File: src/rtl/axi_tdd_ng_pkg.sv
// rtl/axi_tdd_ng_pkg.sv - shared TDD engine types
package axi_tdd_ng_pkg;

  // Frame counter state as seen by every consumer of the counter stage.
  typedef enum logic [1:0] {
    IDLE    = 2'd0,
    ARMED   = 2'd1,
    WAITING = 2'd2,
    RUNNING = 2'd3
  } state_t;

endpackage

File: src/rtl/axi_tdd_ng_channel.sv
// rtl/axi_tdd_ng_channel.sv - one gated TDD channel: window flop followed by output flop
module axi_tdd_ng_channel
  import axi_tdd_ng_pkg::*;
#(
  parameter int REGISTER_WIDTH = 32
) (
  input  logic                      clk,
  input  logic                      resetn,
  input  logic                      tdd_enable,
  input  state_t                    tdd_cstate,
  input  logic [REGISTER_WIDTH-1:0] tdd_counter,
  input  logic                      ch_en,
  input  logic                      ch_pol,
  input  logic [REGISTER_WIDTH-1:0] ch_on,
  input  logic [REGISTER_WIDTH-1:0] ch_off,
  output logic                      ch_out
);

  logic running;
  logic set_match;
  logic rst_match;
  logic ch_raw_d;
  logic ch_raw_q;
  logic ch_out_d;
  logic ch_out_q;

  assign running   = (tdd_cstate == RUNNING);
  assign set_match = running && (tdd_counter == ch_on);
  assign rst_match = running && (tdd_counter == ch_off);

  // Window level: cleared whenever the counter is not running, off beats on, otherwise hold.
  always_comb begin
    ch_raw_d = ch_raw_q;
    if (!tdd_enable || !running) begin
      ch_raw_d = 1'b0;
    end else if (rst_match) begin
      ch_raw_d = 1'b0;
    end else if (set_match) begin
      ch_raw_d = 1'b1;
    end
  end

  // Output level: disabled channels park at their polarity, enabled ones show the window.
  always_comb begin
    ch_out_d = ch_en ? (ch_raw_q ^ ch_pol) : ch_pol;
  end

  // Both stages share the same synchronous reset to zero.
  always_ff @(posedge clk) begin
    if (!resetn) begin
      ch_raw_q <= 1'b0;
      ch_out_q <= 1'b0;
    end else begin
      ch_raw_q <= ch_raw_d;
      ch_out_q <= ch_out_d;
    end
  end

  assign ch_out = ch_out_q;

endmodule

File: src/rtl/axi_tdd_ng_channel_gen.sv
// rtl/axi_tdd_ng_channel_gen.sv - bank of CHANNEL_COUNT gated TDD channel outputs
module axi_tdd_ng_channel_gen
  import axi_tdd_ng_pkg::*;
#(
  parameter int CHANNEL_COUNT  = 8,
  parameter int REGISTER_WIDTH = 32
) (
  input  logic                                     clk,
  input  logic                                     resetn,
  input  logic                                     tdd_enable,
  input  state_t                                   tdd_cstate,
  input  logic [REGISTER_WIDTH-1:0]                tdd_counter,
  input  logic                                     tdd_endof_frame,
  input  logic [CHANNEL_COUNT-1:0]                 tdd_channel_en,
  input  logic [CHANNEL_COUNT-1:0]                 tdd_channel_pol,
  input  logic [CHANNEL_COUNT*REGISTER_WIDTH-1:0]  tdd_channel_on,
  input  logic [CHANNEL_COUNT*REGISTER_WIDTH-1:0]  tdd_channel_off,
  output logic [CHANNEL_COUNT-1:0]                 tdd_channel
);

  // End-of-frame is reserved for a later per-frame shadow update of the compare values.
  logic unused_endof_frame;
  assign unused_endof_frame = tdd_endof_frame;

  // Every channel is an identical two-flop pipeline, so all outputs share one latency.
  for (genvar i = 0; i < CHANNEL_COUNT; i++) begin : g_channel
    axi_tdd_ng_channel #(
      .REGISTER_WIDTH (REGISTER_WIDTH)
    ) u_channel (
      .clk         (clk),
      .resetn      (resetn),
      .tdd_enable  (tdd_enable),
      .tdd_cstate  (tdd_cstate),
      .tdd_counter (tdd_counter),
      .ch_en       (tdd_channel_en[i]),
      .ch_pol      (tdd_channel_pol[i]),
      .ch_on       (tdd_channel_on[i*REGISTER_WIDTH +: REGISTER_WIDTH]),
      .ch_off      (tdd_channel_off[i*REGISTER_WIDTH +: REGISTER_WIDTH]),
      .ch_out      (tdd_channel[i])
    );
  end

endmodule

File: config.mk
export PLATFORM = sky130hd
export DESIGN_NAME = axi_tdd_ng_channel_gen
export DESIGN_NICKNAME = d
export VERILOG_FILES = /design/src/rtl/axi_tdd_ng_pkg.sv /design/src/rtl/axi_tdd_ng_channel.sv /design/src/rtl/axi_tdd_ng_channel_gen.sv
export SDC_FILE = /design/constraint.sdc
export NUM_CORES = 1
export LEC_CHECK = 0
export ABC_AREA = 1
export CORE_AREA = 5 5 221 223
export CTS_BUF_LIST = sky130_fd_sc_hd__clkbuf_2 sky130_fd_sc_hd__clkbuf_4 sky130_fd_sc_hd__clkbuf_8
export CTS_CLUSTER_DIAMETER = 100
export DETAILED_ROUTE_END_ITERATION = 6
export DIE_AREA = 0 0 226 228
export SETUP_SLACK_MARGIN = 0.02
export SLEW_MARGIN = 20
export SYNTH_ARGS = -nofsm -noshare
export SYNTH_HDL_FRONTEND = slang
export SYNTH_SLANG_ARGS = --single-unit
File: constraint.sdc
create_clock -name clk -period 1.29 [get_ports clk]
set_clock_uncertainty 0.05 [all_clocks]
set_input_delay 0.129 -clock clk [delete_from_list [all_inputs] [get_ports clk]]
set_output_delay 0.129 -clock clk [all_outputs]
set_load 0.1 [all_outputs]
Yosys cells after proc, flatten, opt, wreduce, memory -nomap -nowiden:

Index checks and enable logic that the tools add are counted.

* equal/unequal tests: 17
* muxes and demuxes: 8
* bitwise logic cells: 9
* reduce and logical (&&, ||, !) cells: 27

Operators by type and width (count)
* equality test 32 bit: 16
* OR reduction 3 bit: 8
* logical AND 1 bit: 16
* two-way mux 1 bit: 8
* XOR 1 bit: 8
* equality test 2 bit, second input constant: 1
* zero test 1 bit: 2
* logical OR 1 bit: 1
* NOT 1 bit: 1

* register bits: 16
* input port bits: 566
* output and inout bits: 8
* word-level logic and storage cells: 77

Longest topological paths before layout:

Gate-level depths: netlist of run 1.

* word-level depth: 4
* mapped depth: 12
* depth with buffers taken out: 11

By module:

A second synthesis of run 1 with hierarchy kept.

* cells, all modules: 1840
* area, all modules: 8838.5 µm²

Modules (own cells, without submodules)
* axi_tdd_ng_channel: instances 8, cells each 230, area an instance 1104.8 µm², seq. area each 40.0 µm²

Least setup slack after synthesis of run 1:

Ideal clock, no wire load.

* path type: input to register
* start point: in tdd_counter[2]
* end point: reg g_channel[0].u_channel.ch_raw_q
* setup time: 114 ps
* arrival: 988 ps
* data required time: 1126 ps
* path slack: 139 ps
* cell stages on the path: 10
* buffers on the path: 2
* cells stage by stage: buf_2 -> buf_6 -> xnor2_1 -> nand2_1 -> nor2_1 -> nand2_1 -> nor2_1 -> nand2_1 -> nand2_1 -> a21oi_2

* cells in the longest elaborated chain, start to end: 3
* elaborated cells on any way between the ends: 5
* classes of those cells: 2 x eq/ne; 3 x reduce/logical

Ends and longest elaborated chain
* start, declared: RTL line axi_tdd_ng_channel_gen.sv:12 `input logic [REGISTER_WIDTH-1:0] tdd_counter,`
* equality test 32 bit: RTL line axi_tdd_ng_channel.sv:29 `assign rst_match = running && (tdd_counter == ch_off);`
* logical AND 1 bit: RTL line axi_tdd_ng_channel.sv:29
* OR reduction 3 bit (no line)
* end signal, assigned: RTL line axi_tdd_ng_channel.sv:54 `ch_raw_q <= ch_raw_d;`
* end, declared: RTL line axi_tdd_ng_channel.sv:23 `logic ch_raw_q;`

Several ways; a longest one is shown, not always the timed one.
A chain may end at the register's enable or synchronous reset.

Worst setup path after layout of run 1:

* start point: in tdd_counter[20]
* end point: reg g_channel[3].u_channel.ch_raw_q

* cells in the longest elaborated chain, start to end: 3
* elaborated cells on any way between the ends: 5
* classes of those cells: 2 x eq/ne; 3 x reduce/logical

Ends and longest elaborated chain (RTL line)
* equality test 32 bit: axi_tdd_ng_channel.sv:29
* logical AND 1 bit: axi_tdd_ng_channel.sv:29
* OR reduction 3 bit (no line)
* end signal, assigned: axi_tdd_ng_channel.sv:54
* end, declared: axi_tdd_ng_channel.sv:23

Several ways; a longest one is shown, not always the timed one.

==> results of run 1 <==
per-layer routing:
layer / vias to the layer above / part of all wire [%] / track usage (%) / wire (um)
met5: - / 0.062 / 0 / 41
met4: 6 / 2.6 / 6.90 / 1710
met3: 83 / 7.0 / 5.01 / 4620
met2: 492 / 50 / 42.1 / 32800
met1: 6023 / 41 / 29.3 / 26700
li1: 6699 / - / - / -
path summary, 6_finish.rpt:
path	startpoint	endpoint	slack (ps)	cells after the start
worst min register to register	g_channel[5].u_channel.ch_raw_q	g_channel[5].u_channel.ch_raw_q	460	2
worst max register to register	g_channel[7].u_channel.ch_raw_q	g_channel[7].u_channel.ch_out	390	3
worst min-delay path	tdd_channel_on[219]	g_channel[6].u_channel.ch_raw_q	370	8
worst max-delay path	tdd_counter[20]	g_channel[3].u_channel.ch_raw_q	30	11
cell usage after synthesis (all sizes together):
library cell  number  area [um^2]
a21oi             24          131
nor2             208          781
or2               21          131
inv              267         1010
dfxtp             16          320
buf               81          667
xnor2            234         2050
nand4             38          238
o21ai             29          145
nand3             39          195
nand2            826         3100
o22ai              5         31.3
xor2              15          131
cells by family (layout without fill, tap and decap cells):
family / after synthesis / in the layout / synth area share (%)
other: 0 / 22 / 0
buffers and inverters: 348 / 1048 / 18.7
AND/OR/NAND/NOR: 1132 / 1132 / 49.8
XOR/XNOR: 249 / 249 / 24.4
AO/OA/AOI/OAI: 58 / 58 / 3.45
flip-flops: 16 / 16 / 3.59
critical path, stage by stage:
cell and delay, ps:
buf_8 100, buf_12 120, buf_12 140, buf_8 140, xnor2_4 120, nand2_2 90, nor2_4 160, nand2_2 100
nor2_4 130, nand2_1 70, a21oi_1 120
area by class of cell:
class | instances | area [um^2] | share of cell area [%]
clock buffer | 4 | 55.1 | 0.290
multi-input combinational | 1439 | 8550 | 45.1
tap | 607 | 759 | 4.00
inverter | 267 | 1050 | 5.55
sequential | 16 | 320 | 1.69
antenna | 22 | 55.1 | 0.290
timing repair buffer | 777 | 8180 | 43.1
power by group:
part           total, mW  internal [mW]  leakage (nW)  switching [mW]
Clock              0.538          0.274        0.0289           0.264
Sequential         0.518          0.507         0.131          0.0113
Combinational       6.12           3.24          10.1            2.89
Total               7.18           4.02          10.2            3.16
state kept, by name, indices dropped and copies added (netlist names):
register	count
g_channel.u_channel.ch_raw_q	8
g_channel.u_channel.ch_out	8
what timing repair did:
item                       CTS  global route
gates cloned                10             1
setup endpoints to repair    8             8
buffers inserted            47             5
pin swaps                  224           264
gates resized for setup    572           311
stage by stage:
stage,cells,setup slack [ps],hold WS [ps],utilization [%]
floorplan,1803,139,211,-
global placement,3050,-1280,443,35.0
detailed placement,3050,-1220,445,35.0
CTS,3105,15.6,427,38.6
global route,3129,-22.5,424,40.9
finish,3132,33.7,369,40.9
==> results.md, run 1 <==
- Setup TNS: 0 ps
- Total design power: 7.18 mW
- Count of cell types in the netlist: 19
- CTS tree: done
- Worst EP required: 1460 ps
- Final wirelength: 65800 um
- Total of max-cap violations: 0
- RSZ-0062 raised after global routing: yes
- Post-synthesis sequential area ratio: 3.59%
- Slew margin rel.: 79.9%
- Starting density of the core: 19.3%
- CTS H-tree lvls: 1
- Placer Congestion: 0.879
- Crit-path max FO: 6
- GRT Total Usage: 23.9%
- Fin nets: 3070
- Number of warnings issued by yosys: 0
- Fmax: 796 MHz
- Worst vdd ir: 0.412 mV
- Path category of the worst min-delay check: in -> reg
- Detailed placement HPWL: 56900 um
- Flop and latch count out of synthesis: 16
- Clk buf depth: 2
- Outcome: finished, final reports clean
- Worst setup SP type: input port
- Fin. Hold Viols: 0
- Die ar.: 51500 um^2
- CTS buffer count: 3
- Largest net degree at the start of global routing: 20
- Routed wire per std cell: 21.0 um
- DRC violations left: 0
- CTS clock-pin slew for the worst setup and hold paths: 100 ps
- Router iterations before antenna repair: 5
- Design area: 19000 um^2
- Max-slew violations: 0
- P per Cell Area: 378 nW/um^2
- CP endpoint kind: flip-flop
- Initial drt markers: 623
- Post-DR vias/cell: 4.25
- Fin crit period: 1260 ps
- Vias in the first global route: 13.4k
- Hold bufs inserted after CTS: 0
- Worst-margin pin slew: 301 ps
- Critical path class: in -> reg
- Lkg Pwr: 10.2 nW
- Synth Cell Area: 8930 um^2
- Crit path DAT: 1430 ps
- Core area: 46400 um^2
- Initial antenna violation count: 26
- Gr ovfl total: 0
- Net Count, Synth: 2369
- IO buf count: 572
- Area growth syn-to-layout: 112%
- Final ANT Viol Nets: 0
- Final worst-path cycle share: 97.4%
- DP Area: 16200 um^2
- Synthesized instance count: 1803
- Syn_area_per_cell: 4.95 um^2
- Via count: 13.3k
- Most common cell after layout, fill and taps aside: nand2_1
- Root cell of the clock tree: clkbuf_8
- Fillers: 4884
- Commonest non-fill, non-tap cells in the layout: nand2_1 (719), clkdlybuf4s50_1 (265), inv_1 (240)
- I/O pin cnt: 574
- CTS Sinks: 16
- Die X: 226 um
- Num rows: 79
- Endpoints failing setup: 0
- First-pass GRT wire length: 90200 um
- Share of cells above drive strength 1: 23.7%
- Die height: 228 um
- Worst-Skew Late Latency: 290 ps
No activity file was read; power rests on OpenSTA's default activity.
==> inputs of run 2 (changes only) <==
--- a/config.mk
+++ b/config.mk
@@ -8,9 +8,10 @@
 export ABC_AREA = 1
 export CORE_AREA = 5 5 221 223
 export CTS_BUF_LIST = sky130_fd_sc_hd__clkbuf_2 sky130_fd_sc_hd__clkbuf_4 sky130_fd_sc_hd__clkbuf_8
-export CTS_CLUSTER_DIAMETER = 100
+export CTS_CLUSTER_DIAMETER = 200
 export DETAILED_ROUTE_END_ITERATION = 6
 export DIE_AREA = 0 0 226 228
+export PLACE_DENSITY_LB_ADDON = 0.3
 export SETUP_SLACK_MARGIN = 0.02
 export SLEW_MARGIN = 20
 export SYNTH_ARGS = -nofsm -noshare
==> run 2 against run 1 <==
Global-route usage down 0.085 points; first-iteration DRC count rose by 3.9%; clock power fell by 7.2%; routed wire length increased by 0.23%; count of clock-buffer cells in the layout unchanged; largest cell class unchanged; combinational power up 0.8%.
==> results.md, run 2 (same netlist as run 1, synthesis figures left out) <==
- Outcome: finished, final reports clean
- R2R depth: 3
- Share of cells above drive strength 1: 26.8%
- Fmax: 802 MHz
- Setup WS pre-CTS: -1040 ps
- Largest net degree at the start of global routing: 16
- CTS H-tree lvls: 1
- Fin. Hold Viols: 0
- Fillers: 4966
- Routed wire per std cell: 20.9 um
- Starting density of the core: 19.3%
- CTS clock-pin slew for the worst setup and hold paths: 80 ps
- Final ANT Viol Nets: 0
- I/O pin cnt: 574
- Root cell of the clock tree: clkbuf_8
- Worst-margin pin slew: 264 ps
- Worst vdd ir: 0.298 mV
- Path category of the worst min-delay check: in -> reg
- CP endpoint kind: flip-flop
- Final worst-path cycle share: 96.7%
- IO buf count: 572
- Endpoints failing setup: 0
- Flop pwr share: 7.2%
- Initial antenna violation count: 26
- Critical path class: in -> reg
- GR Util met2: 43.9%
- Lkg Pwr: 10.7 nW
- GRT Max-Usage Layer: met2
- Fin nets: 3092
- Die ar.: 51500 um^2
- GRT Total Usage: 23.8%
- Detailed placement HPWL: 57400 um
- Max-slew violations: 0
- Crit-path max FO: 7
- CP max stage cell: nor2_4
- CTS Sinks: 16
- Crit path DAT: 1410 ps
- P per Cell Area: 372 nW/um^2
- Total of max-cap violations: 0
- Vias in the first global route: 13.6k
- Psw: 3.16 mW
- DRC violations left: 0
- Die X: 226 um
- Sw Ratio: 44.0%
- Num rows: 79
- Gr ovfl total: 0
- Total design power: 7.18 mW
- Worst EP required: 1450 ps
- Worst setup SP type: input port
- Hold bufs inserted after CTS: 0
- Router iterations before antenna repair: 5
- Post-DR vias/cell: 4.24
- Clock share of power: 6.9%
- Placer Congestion: 0.964
- Most common cell after layout, fill and taps aside: nand2_1
- Combinational share of power: 85.8%
- Fin worst setup slack: 42.9 ps
- Worst-Skew Late Latency: 270 ps
- CTS buffer count: 3
- Core area: 46400 um^2
- Via count: 13.4k
- CP Cell Sequence: clkbuf_4, buf_12, buf_6, xnor2_2, nand2_2, nor2_4, nand2_4, nor2_4, nand2_2, a21oi_2
- Die height: 228 um
- CTS tree: done
- Area growth syn-to-layout: 116%
- RSZ-0062 raised after global routing: yes
- Crit path largest cell delay: 170 ps
- Internal power: 4.03 mW
- Fin crit period: 1250 ps
- First-pass GRT wire length: 90200 um
- Routing usage on met1: 29.5%
- Met3 Usage GRT: 3.81%
- WHS Path Cells: 8
- Final wirelength: 66000 um
- Initial drt markers: 647
- Slew margin rel.: 82.4%
- Commonest non-fill, non-tap cells in the layout: nand2_1 (704), inv_1 (244), clkdlybuf4s50_1 (210)
- Clk buf depth: 2
[run 2: changes by cell type in the layout (fill, tap and decap cells not counted), moves of 12 or more]
cell,change
buf_4,+29
clkdlybuf4s50_1,-55
dlygate4sd2_1,+18
dlymetal6s2s_1,+36
nand2_1,-15
nand2_2,+19
nor2_1,-12
nor2_2,+19
xnor2_1,-22
xnor2_2,+22
[run 2: cell type report]
type	instances	area [um^2]	area share [%]
Multi-Input combinational cell	1439	8810	45.6
Clock buffer	4	55.1	0.285
Timing Repair Buffer	799	8260	42.8
Tap cell	607	759	3.93
Sequential cell	16	320	1.66
Antenna cell	20	50.0	0.259
Inverter	267	1050	5.45
[run 2: worst max-delay path, delay by kind of cell]
kind	cells	cell delay [ps]
AO/OA/AOI/OAI	1	100
XOR/XNOR	1	160
AND/OR/NAND/NOR	5	580
buffers and inverters	3	430
[run 2: metal layers]
layer	up-vias	part of all wire [%]
li1	6735	-
met1	6072	41
met2	477	51
met3	84	5.9
met4	12	2.2
met5	-	0.13
[run 2: per-stage QoR]
| step | setup TNS (ps) | cell area, um^2 | instances | hold WS, ps | util, % |
|---|---|---|---|---|---|
| 2_1_floorplan | 0 | 8930 | 1803 | 211 | - |
| 3_3_place_gp | -7340 | 16400 | 3081 | 413 | 35.3 |
| 3_5_place_dp | -7190 | 16400 | 3081 | 426 | 35.3 |
| 4_1_cts | 0 | 18100 | 3130 | 434 | 39.0 |
| 5_1_grt | -31.9 | 19300 | 3147 | 402 | 41.6 |
| 6_report | 0 | 19300 | 3152 | 383 | 41.7 |
[run 2: repair_timing]
item                       4_1_cts  5_1_grt
buffers inserted                39        9
setup endpoints to repair        8        8
resized for setup              632      395
cloned                           7        1
pin swaps                      230      317
[run 2: final timing paths]
| kind | start | end | slack [ps] |
|---|---|---|---|
| hold / removal | tdd_channel_on[11] | g_channel[0].u_channel.ch_raw_q | 380 |
| setup / recovery | tdd_counter[18] | g_channel[5].u_channel.ch_raw_q | 40 |
| hold reg to reg | g_channel[5].u_channel.ch_raw_q | g_channel[5].u_channel.ch_raw_q | 440 |
| setup reg to reg | g_channel[7].u_channel.ch_raw_q | g_channel[7].u_channel.ch_out | 440 |
[run 2: power by group through the flow]
stage | Clock, mW | Sequential, mW | Combinational (mW)
5_1_grt | 0.534 | 0.519 | 6.62
2_1_floorplan | 0 | 0.521 | 2.29
3_3_place_gp | 0 | 0.530 | 5.35
6_report | 0.499 | 0.518 | 6.17
4_1_cts | 0.519 | 0.518 | 5.93
3_5_place_dp | 0 | 0.530 | 5.37
